==> config.mk <==
export PLATFORM = sky130hd
export DESIGN_NAME = pl_trap_ctrl_flat
export DESIGN_NICKNAME = d
export VERILOG_FILES = /design/src/rtl/pl_trap_if.sv /design/src/rtl/pl_trap_ctrl.sv /design/src/flat_wrapper.sv
export SDC_FILE = /design/constraint.sdc
export NUM_CORES = 1
export LEC_CHECK = 0
export CAP_MARGIN = 10
export CELL_PAD_IN_SITES_DETAIL_PLACEMENT = 2
export CELL_PAD_IN_SITES_GLOBAL_PLACEMENT = 2
export CORE_UTILIZATION = 15
export DETAILED_ROUTE_END_ITERATION = 12
export PLACE_DENSITY = 0.81
export SLEW_MARGIN = 20
export SYNTH_ARGS = -nofsm -noshare
export SYNTH_HDL_FRONTEND = slang
export SYNTH_SLANG_ARGS = --single-unit
==> constraint.sdc <==
create_clock -name clk -period 1.35 [get_ports clk]
set_input_delay 0.2025 -clock clk [delete_from_list [all_inputs] [get_ports clk]]
set_output_delay 0.2025 -clock clk [all_outputs]
set_load 0.03 [all_outputs]
==> src/rtl/pl_trap_if.sv <==
// Trap sequencer bundle: interrupt/CSR/MEM-stage inputs and the flush/redirect/CSR strobes.
// Latency: none, wires only.
// Backpressure: none; fpu_busy is the only hold-off and stall_pipe the only freeze.
interface pl_trap_if;
    logic        irq_ext;
    logic        csr_mie;
    logic        csr_meie;
    logic [31:0] csr_mtvec;
    logic [31:0] csr_mepc;
    logic        is_mret_mem;
    logic        mem_csr_en;
    logic [31:0] resume_pc;
    logic        fpu_busy;
    logic        stall_pipe;
    logic        flush_fde;
    logic        pc_redirect;
    logic [31:0] redirect_pc;
    logic        mepc_we;
    logic [31:0] mepc_wdata;
    logic        mcause_we;
    logic [31:0] mcause_wdata;
    logic        mie_clr;
    logic        mie_set;
    logic        in_trap;
    logic        drain_timeout;

    // Sequencer side: consumes pipeline/CSR state, drives the strobes.
    modport master (
        input  irq_ext, csr_mie, csr_meie, csr_mtvec, csr_mepc,
               is_mret_mem, mem_csr_en, resume_pc, fpu_busy,
        output stall_pipe, flush_fde, pc_redirect, redirect_pc, mepc_we, mepc_wdata,
               mcause_we, mcause_wdata, mie_clr, mie_set, in_trap, drain_timeout
    );

    // Pipeline/CSR side.
    modport slave (
        output irq_ext, csr_mie, csr_meie, csr_mtvec, csr_mepc,
               is_mret_mem, mem_csr_en, resume_pc, fpu_busy,
        input  stall_pipe, flush_fde, pc_redirect, redirect_pc, mepc_we, mepc_wdata,
               mcause_we, mcause_wdata, mie_clr, mie_set, in_trap, drain_timeout
    );
endinterface

==> src/rtl/pl_trap_ctrl.sv <==
// Pipeline trap sequencer: takes ext irq / MRET, drains FPU, issues flush+redirect+CSR strobes.
// Latency: irq sampled in IDLE at edge N -> TRAP strobes during cycle N+1, GUARD N+2.
// Backpressure: in-flight FPU op holds the sequence in DRAIN with stall_pipe high.
module pl_trap_ctrl #(
    parameter int unsigned DRAIN_MAX = 16,
    parameter logic [31:0] CAUSE_EXT = 32'h8000_000B
) (
    input  logic       clk,
    input  logic       clrn,
    pl_trap_if.master  bus
);

    typedef enum logic [2:0] {
        IDLE  = 3'd0,
        DRAIN = 3'd1,
        TRAP  = 3'd2,
        RET   = 3'd3,
        GUARD = 3'd4
    } state_t;

    localparam logic [7:0] CNT_SAT  = 8'(DRAIN_MAX);
    localparam logic [7:0] CNT_LAST = 8'(DRAIN_MAX - 1);

    state_t      state_q, state_d;
    logic [7:0]  cnt_q, cnt_d;
    logic        timeout_q, timeout_d;
    logic [31:0] mepc_wdata_q, mepc_wdata_d;
    logic        irq_take;

    assign irq_take = bus.irq_ext & bus.csr_mie & bus.csr_meie;

    // State, drain counter, sticky timeout and captured trap pc.
    always_ff @(posedge clk or negedge clrn) begin
        if (!clrn) begin
            state_q      <= IDLE;
            cnt_q        <= 8'd0;
            timeout_q    <= 1'b0;
            mepc_wdata_q <= 32'd0;
        end else begin
            state_q      <= state_d;
            cnt_q        <= cnt_d;
            timeout_q    <= timeout_d;
            mepc_wdata_q <= mepc_wdata_d;
        end
    end

    // Next-state: MRET beats irq; a CSR op in MEM delays the irq by one cycle so it commits.
    always_comb begin
        state_d      = state_q;
        cnt_d        = 8'd0;
        timeout_d    = timeout_q;
        mepc_wdata_d = mepc_wdata_q;
        unique case (state_q)
            IDLE: begin
                if (bus.is_mret_mem) begin
                    state_d = RET;
                end else if (irq_take && bus.mem_csr_en) begin
                    state_d = IDLE;
                end else if (irq_take && bus.fpu_busy) begin
                    state_d = DRAIN;
                end else if (irq_take) begin
                    state_d      = TRAP;
                    mepc_wdata_d = bus.resume_pc;
                end
            end
            DRAIN: begin
                if (!irq_take) begin
                    state_d = IDLE;
                end else if (!bus.fpu_busy) begin
                    state_d      = TRAP;
                    mepc_wdata_d = bus.resume_pc;
                end else begin
                    // Keep waiting after timeout; the flag only reports a stuck FPU.
                    cnt_d = (cnt_q == CNT_SAT) ? cnt_q : cnt_q + 8'd1;
                    if (cnt_q == CNT_LAST) begin
                        timeout_d = 1'b1;
                    end
                end
            end
            TRAP:    state_d = GUARD;
            RET:     state_d = GUARD;
            GUARD:   state_d = IDLE;
            default: state_d = IDLE;
        endcase
    end

    // Moore output decode; redirect/cause values are zero outside the states that use them.
    always_comb begin
        bus.stall_pipe    = 1'b0;
        bus.flush_fde     = 1'b0;
        bus.pc_redirect   = 1'b0;
        bus.redirect_pc   = 32'd0;
        bus.mepc_we       = 1'b0;
        bus.mcause_we     = 1'b0;
        bus.mcause_wdata  = 32'd0;
        bus.mie_clr       = 1'b0;
        bus.mie_set       = 1'b0;
        bus.in_trap       = (state_q != IDLE);
        bus.mepc_wdata    = mepc_wdata_q;
        bus.drain_timeout = timeout_q;
        unique case (state_q)
            DRAIN: bus.stall_pipe = 1'b1;
            TRAP: begin
                bus.flush_fde    = 1'b1;
                bus.pc_redirect  = 1'b1;
                bus.redirect_pc  = {bus.csr_mtvec[31:2], 2'b00};
                bus.mepc_we      = 1'b1;
                bus.mcause_we    = 1'b1;
                bus.mcause_wdata = CAUSE_EXT;
                bus.mie_clr      = 1'b1;
            end
            RET: begin
                bus.flush_fde   = 1'b1;
                bus.pc_redirect = 1'b1;
                bus.redirect_pc = bus.csr_mepc;
                bus.mie_set     = 1'b1;
            end
            default: ;
        endcase
    end

endmodule
==> src/flat_wrapper.sv <==
// flat-port wrapper written by rule: the top's interface ports become plain ports
module pl_trap_ctrl_flat 
#(
    parameter int unsigned DRAIN_MAX = 16,
    parameter logic [31:0] CAUSE_EXT = 32'h8000_000B
)
  (clk, clrn, bus_irq_ext, bus_csr_mie, bus_csr_meie, bus_csr_mtvec, bus_csr_mepc, bus_is_mret_mem, bus_mem_csr_en, bus_resume_pc, bus_fpu_busy, bus_stall_pipe, bus_flush_fde, bus_pc_redirect, bus_redirect_pc, bus_mepc_we, bus_mepc_wdata, bus_mcause_we, bus_mcause_wdata, bus_mie_clr, bus_mie_set, bus_in_trap, bus_drain_timeout);
  pl_trap_if bus_i ();
  input  logic clk;
  input  logic clrn;
  input wire logic [$bits(bus_i.irq_ext)-1:0] bus_irq_ext;
  input wire logic [$bits(bus_i.csr_mie)-1:0] bus_csr_mie;
  input wire logic [$bits(bus_i.csr_meie)-1:0] bus_csr_meie;
  input wire logic [$bits(bus_i.csr_mtvec)-1:0] bus_csr_mtvec;
  input wire logic [$bits(bus_i.csr_mepc)-1:0] bus_csr_mepc;
  input wire logic [$bits(bus_i.is_mret_mem)-1:0] bus_is_mret_mem;
  input wire logic [$bits(bus_i.mem_csr_en)-1:0] bus_mem_csr_en;
  input wire logic [$bits(bus_i.resume_pc)-1:0] bus_resume_pc;
  input wire logic [$bits(bus_i.fpu_busy)-1:0] bus_fpu_busy;
  output wire logic [$bits(bus_i.stall_pipe)-1:0] bus_stall_pipe;
  output wire logic [$bits(bus_i.flush_fde)-1:0] bus_flush_fde;
  output wire logic [$bits(bus_i.pc_redirect)-1:0] bus_pc_redirect;
  output wire logic [$bits(bus_i.redirect_pc)-1:0] bus_redirect_pc;
  output wire logic [$bits(bus_i.mepc_we)-1:0] bus_mepc_we;
  output wire logic [$bits(bus_i.mepc_wdata)-1:0] bus_mepc_wdata;
  output wire logic [$bits(bus_i.mcause_we)-1:0] bus_mcause_we;
  output wire logic [$bits(bus_i.mcause_wdata)-1:0] bus_mcause_wdata;
  output wire logic [$bits(bus_i.mie_clr)-1:0] bus_mie_clr;
  output wire logic [$bits(bus_i.mie_set)-1:0] bus_mie_set;
  output wire logic [$bits(bus_i.in_trap)-1:0] bus_in_trap;
  output wire logic [$bits(bus_i.drain_timeout)-1:0] bus_drain_timeout;
  assign bus_i.irq_ext = bus_irq_ext;
  assign bus_i.csr_mie = bus_csr_mie;
  assign bus_i.csr_meie = bus_csr_meie;
  assign bus_i.csr_mtvec = bus_csr_mtvec;
  assign bus_i.csr_mepc = bus_csr_mepc;
  assign bus_i.is_mret_mem = bus_is_mret_mem;
  assign bus_i.mem_csr_en = bus_mem_csr_en;
  assign bus_i.resume_pc = bus_resume_pc;
  assign bus_i.fpu_busy = bus_fpu_busy;
  assign bus_stall_pipe = bus_i.stall_pipe;
  assign bus_flush_fde = bus_i.flush_fde;
  assign bus_pc_redirect = bus_i.pc_redirect;
  assign bus_redirect_pc = bus_i.redirect_pc;
  assign bus_mepc_we = bus_i.mepc_we;
  assign bus_mepc_wdata = bus_i.mepc_wdata;
  assign bus_mcause_we = bus_i.mcause_we;
  assign bus_mcause_wdata = bus_i.mcause_wdata;
  assign bus_mie_clr = bus_i.mie_clr;
  assign bus_mie_set = bus_i.mie_set;
  assign bus_in_trap = bus_i.in_trap;
  assign bus_drain_timeout = bus_i.drain_timeout;
  pl_trap_ctrl #(.DRAIN_MAX(DRAIN_MAX), .CAUSE_EXT(CAUSE_EXT)) u_core (.clk(clk), .clrn(clrn), .bus(bus_i));
endmodule
======== Word level (Yosys, flattened, before mapping) ========
Index checks and enable logic that the tools add are counted.
Widths: inputs -> output; s select.
cells by class
  add/subtract/negate cells ............... 1
  eq/ne operators ......................... 14
  mux-type cells .......................... 24
  bitwise logic cells ..................... 2
  reduce and logical (&&, ||, !) cells .... 9
operators by type and width
  operator             number
  $mux 32              7
  $pmux 32 s2          2
  $mux 8               4
  $mux 3               6
  $pmux 3 s3           1
  $add 8x1->8 const B  1
  $eq 8x4->1 const B   1
  $eq 8x5->1 const B   1
  $ne 2x2->1 const B   4
  $reduce_and 7->1     1
  $eq 3x2->1 const B   2
  $ne 5x2->1 const B   1
  $mux 1               4
  $ne 2x1->1 const B   2
  $ne 4x4->1 const B   1
  $reduce_and 4->1     1
  $eq 3x1->1 const B   1
  $logic_not 3->1      1
  $ne 3x3->1 const B   1
  $reduce_bool 3->1    1
  $and 1x1->1          2
  $logic_and 1x1->1    2
  $reduce_and 2->1     1
  $reduce_bool 2->1    1
  $reduce_or 2->1      1
word-level totals
  bits in registers ....................... 44
  bits of input ports ..................... 104
  output and inout port bits .............. 105
  logic and storage cells ................. 54

======== Longest topological paths before layout ========
  word-level depth ........................ 7
  gate-level depth with buffers ........... 5
  mapped depth without buffers ............ 5

======== Least setup slack after synthesis ========
Ideal clock, no wire load.
  kind .................................... flip-flop to output port
  start ................................... register u_core.state_q[2]
  end ..................................... output port bus_mcause_wdata[0]
  data arrival time ....................... 1.750 ns
  data required time ...................... 1.148 ns
  slack ................................... -0.602 ns
  cell stages (with the launch flop) ...... 6
  path buffers ............................ 3
  cells stage by stage .................... dfrtp_1 > nand2b_1 > clkbuf_1 > clkbuf_1 > nor2_1 > buf_4
between the ends
  longest elaborated chain between the ends .. 2
ends and longest elaborated chain
  what                      line                 RTL
  start: declaration        pl_trap_ctrl.sv:24   state_t state_q, state_d;
  start signal: assignment  pl_trap_ctrl.sv:40   state_q <= state_d;
  $eq 3x2->1                pl_trap_ctrl.sv:101  unique case (state_q)
  $mux 32                   pl_trap_ctrl.sv:101
  end: declaration          flat_wrapper.sv:27   output wire logic [$bits(bus_i.mcause_wdata)-1:0] bus_mcause_wdata;
Every way passes these cells.

======== Final worst setup path ========
  start ................................... register u_core.state_q[0]
  end ..................................... output port bus_redirect_pc[11]
between the ends
  longest elaborated chain between the ends .. 2
  elaborated cells between the ends (all ways) .. 3
  those cells by class .................... eq/ne: 2; mux: 1
ends and longest elaborated chain
  what              line                 RTL
  $eq 3x2->1        pl_trap_ctrl.sv:101
  $pmux 32 s2 *     pl_trap_ctrl.sv:101
  end: declaration  flat_wrapper.sv:23   output wire logic [$bits(bus_i.redirect_pc)-1:0] bus_redirect_pc;
Every way passes the cells marked *; elsewhere a longest branch is shown, timed or not.

==> results_dict.tcl <==
set metrics [dict create \
    violations "negative setup slack" \
    grt_max_degree 45 \
    grt_overflow 0 \
    drt_wl_total_um 11300 \
    port_buffers 178 \
    p_clk_share_pct 11.7 \
    rsz0062_at_grt "yes" \
    fillCellCount 1775 \
    hold_violations 0 \
    placedInstanceArea_um2 4740 \
    setup_tns_ps -20070 \
    worst_slack_ps -323 \
    synthCells 240 \
    cap_violations 0 \
    min_period_over_period_pct 124 \
    r2r_slack_ps -320 \
    core_region_area_um2 16500 \
    switchingPower_uw 4510 \
    rows 47 \
    setup_violations 81 \
    stdcell_area_um2 5340 \
    post-route-util_pct 32.3 \
    power_density_nw_per_um2 1900 \
    syn_area_um2 2530 \
    crit_path_start_kind "flip-flop" \
    rr_endpoint "u_core.bus.mepc_wdata[30]" \
    yosysWarnings 0 \
    cts_buffers 5 \
    worstSkewPairLatency_ps 290 \
    ys_ff_latch 44 \
    arrival_ps 1470 \
    rr_worst_depth 6 \
    synth_seq_area_share_pct 43.5 \
    slew_violations 0 \
    grt_pass1_wl_um 17600 \
    via_per_inst 3.88 \
    cp.required_ps 1150 \
    h-tree-depth 2 \
    synth_area_per_cell_um2 10.5 \
    finalClockSkew_ps 3.94 \
    swShare_pct 44.4 \
    period_minus_slack_ps 1670 \
    rr_startpoint "u_core.state_q[1]" \
    antenna_left 0 \
    clock-root-buffer "clkbuf_16" \
    dr.pass1.iters 4 \
    final_cell_mix "clkdlybuf4s50_1 (99), buf_4 (43), dfrtp_1 (42), dlygate4sd2_1 (32), mux2_4 (30)" \
    power.static_leakage_uw 0.00251 \
    num_io_pins 209 \
    cts_tree "done" \
    grt_pass1_vias 3055 \
    layout_commonest_cell "clkdlybuf4s50_1" \
    layout-drive-gt1-share_pct 38.2 \
    cts_max_path_buffers 2 \
    antenna_found_initial 0 \
    cp_max_fo 12 \
    p_int_uw 5650 \
    place_ws_ps -516 \
    die_w_um 132 \
    vias 2589 \
    seq_power_share_pct 21.1 \
    status "finished with violations" \
    end_kind "output pin" \
    dieArea_um2 17400 \
    share_comb_of_total_power_pct 67.2 \
    path_class "reg -> out" \
    gp_congestion 0.784 \
    clock_sinks 44 \
    start_util_pct 15.3 \
    fin_nets 554 \
    path_clk_slew_ps 60 \
    dp_hpwl_um 8370 \
    syn_to_final_growth_pct 111 \
    die_y_um 132 \
    drt-initial-drc-count 36 \
    wl_per_cell_um 17.0 \
    hold_path.class "in -> async" \
    drc_errors 0 \
    grtUsageTotal_pct 13.3 \
    power_uw 10200 \
    ir_worst_vdd_uv 563 \
    yosysUniqueCellTypes 32 \
    antenna_cells 0 \
    fmax_mhz 598 \
]
[repair_timing]
action,4_1_cts,5_1_grt
gates resized for setup,91,28
setup endpoints to repair,113,87
pin swaps,12,8
hold buffers,1,0
cloned,5,0
setup buffers,13,3
hold endpoints to repair,44,0
[critical path, stage by stage, from the launching register on]
cell	delay (ps)
dfrtp_2	430
buf_12	160
buf_12	160
mux2i_4	180
nor2_2	100
buf_6	140
[power groups by stage]
stage / registers, uW / clock network (uW) / logic, uW
floorplan: 2980 / 0 / 2920
global placement: 2130 / 0 / 6240
detailed placement: 2170 / 0 / 6420
CTS: 2140 / 1230 / 6760
global route: 2200 / 1290 / 7190
finish: 2140 / 1190 / 6830
[cells in the mapped netlist]
cell type   n  area (um^2)
and4b_1     1         10.0
nand4bb_1   1         11.3
clkbuf_1    4         15.0
ha_1        2         25.0
xnor2_1     1         8.76
or3_1       5         31.3
a21oi_1     6         30.0
buf_4      36          270
nand2_1     2         7.51
and2_1      2         12.5
nand2b_1    2         12.5
mux2_1      9          101
nand4_1     1         6.26
buf_2       6         30.0
and4_1      1         8.76
o41ai_1     1         8.76
nand3_1     3         15.0
mux2_2     23          259
conb_1      1         3.75
xor2_1      2         17.5
and3_1      2         12.5
o21ai_0     4         20.0
nor2_1     36          135
clkbuf_2    1         5.00
nor3_1      5         25.0
o211ai_1    1         7.51
inv_1       5         18.8
o21a_1      1         7.51
nor2b_1     1         6.26
dfrtp_1    44         1100
or3_2       1         7.51
mux2i_1    30          300
[per-layer routing]
layer / track usage, % / wire (um)
met1: 13.2 / 3940
met2: 26.2 / 6240
met3: 4.19 / 989
met4: 3.42 / 163
met5: 0 / 0
[through the flow]
step,hold WS (ps),std cells
after global routing,449,668
after floorplan,-93.1,267
final,430,668
after CTS,444,668
after global placement,203,642
after detailed placement,214,642
[flip-flops by register name (all words and copies together) (netlist names)]
name                      count
u_core.cnt_q                  8
u_core.bus.mepc_wdata        32
u_core.bus.drain_timeout      1
u_core.state_q                3
[final cells by class]
cell class / count / area [um^2] / share of cell area (%)
Timing Repair Buffer: 221 / 2290 / 42.9
Multi-Input combinational cell: 171 / 1510 / 28.3
Sequential cell: 44 / 1100 / 20.7
Tap cell: 220 / 275 / 5.15
Clock buffer: 6 / 129 / 2.41
Inverter: 5 / 26.3 / 0.492
Clock inverter: 1 / 5.00 / 0.0937
[how the worst max path moves through the flow]
stage,cells after the start,slack [ps],startpoint,endpoint
floorplan,5,-180,u_core.state_q[2],bus_mcause_wdata[0]
global placement,5,-440,bus_csr_mie,u_core.bus.mepc_wdata[21]
detailed placement,5,-520,bus_csr_mie,u_core.bus.mepc_wdata[8]
CTS,5,-340,u_core.state_q[0],bus_redirect_pc[21]
global route,5,-380,u_core.state_q[0],bus_redirect_pc[11]
finish,5,-320,u_core.state_q[0],bus_redirect_pc[11]
[logic make-up (layout without fill, tap and decap cells)]
family / Yosys count / in the layout / synth area share (%)
flip-flops: 44 / 44 / 43.5
other: 1 / 28 / 0.148
AO/OA/AOI/OAI: 13 / 13 / 2.92
AND/OR/NAND/NOR: 63 / 63 / 11.9
XOR/XNOR: 3 / 3 / 1.04
adder cells (fa/ha/maj): 2 / 2 / 0.988
buffers and inverters: 52 / 233 / 13.4
multiplexers: 62 / 62 / 26.1
Power figures use the tool's default switching activity.
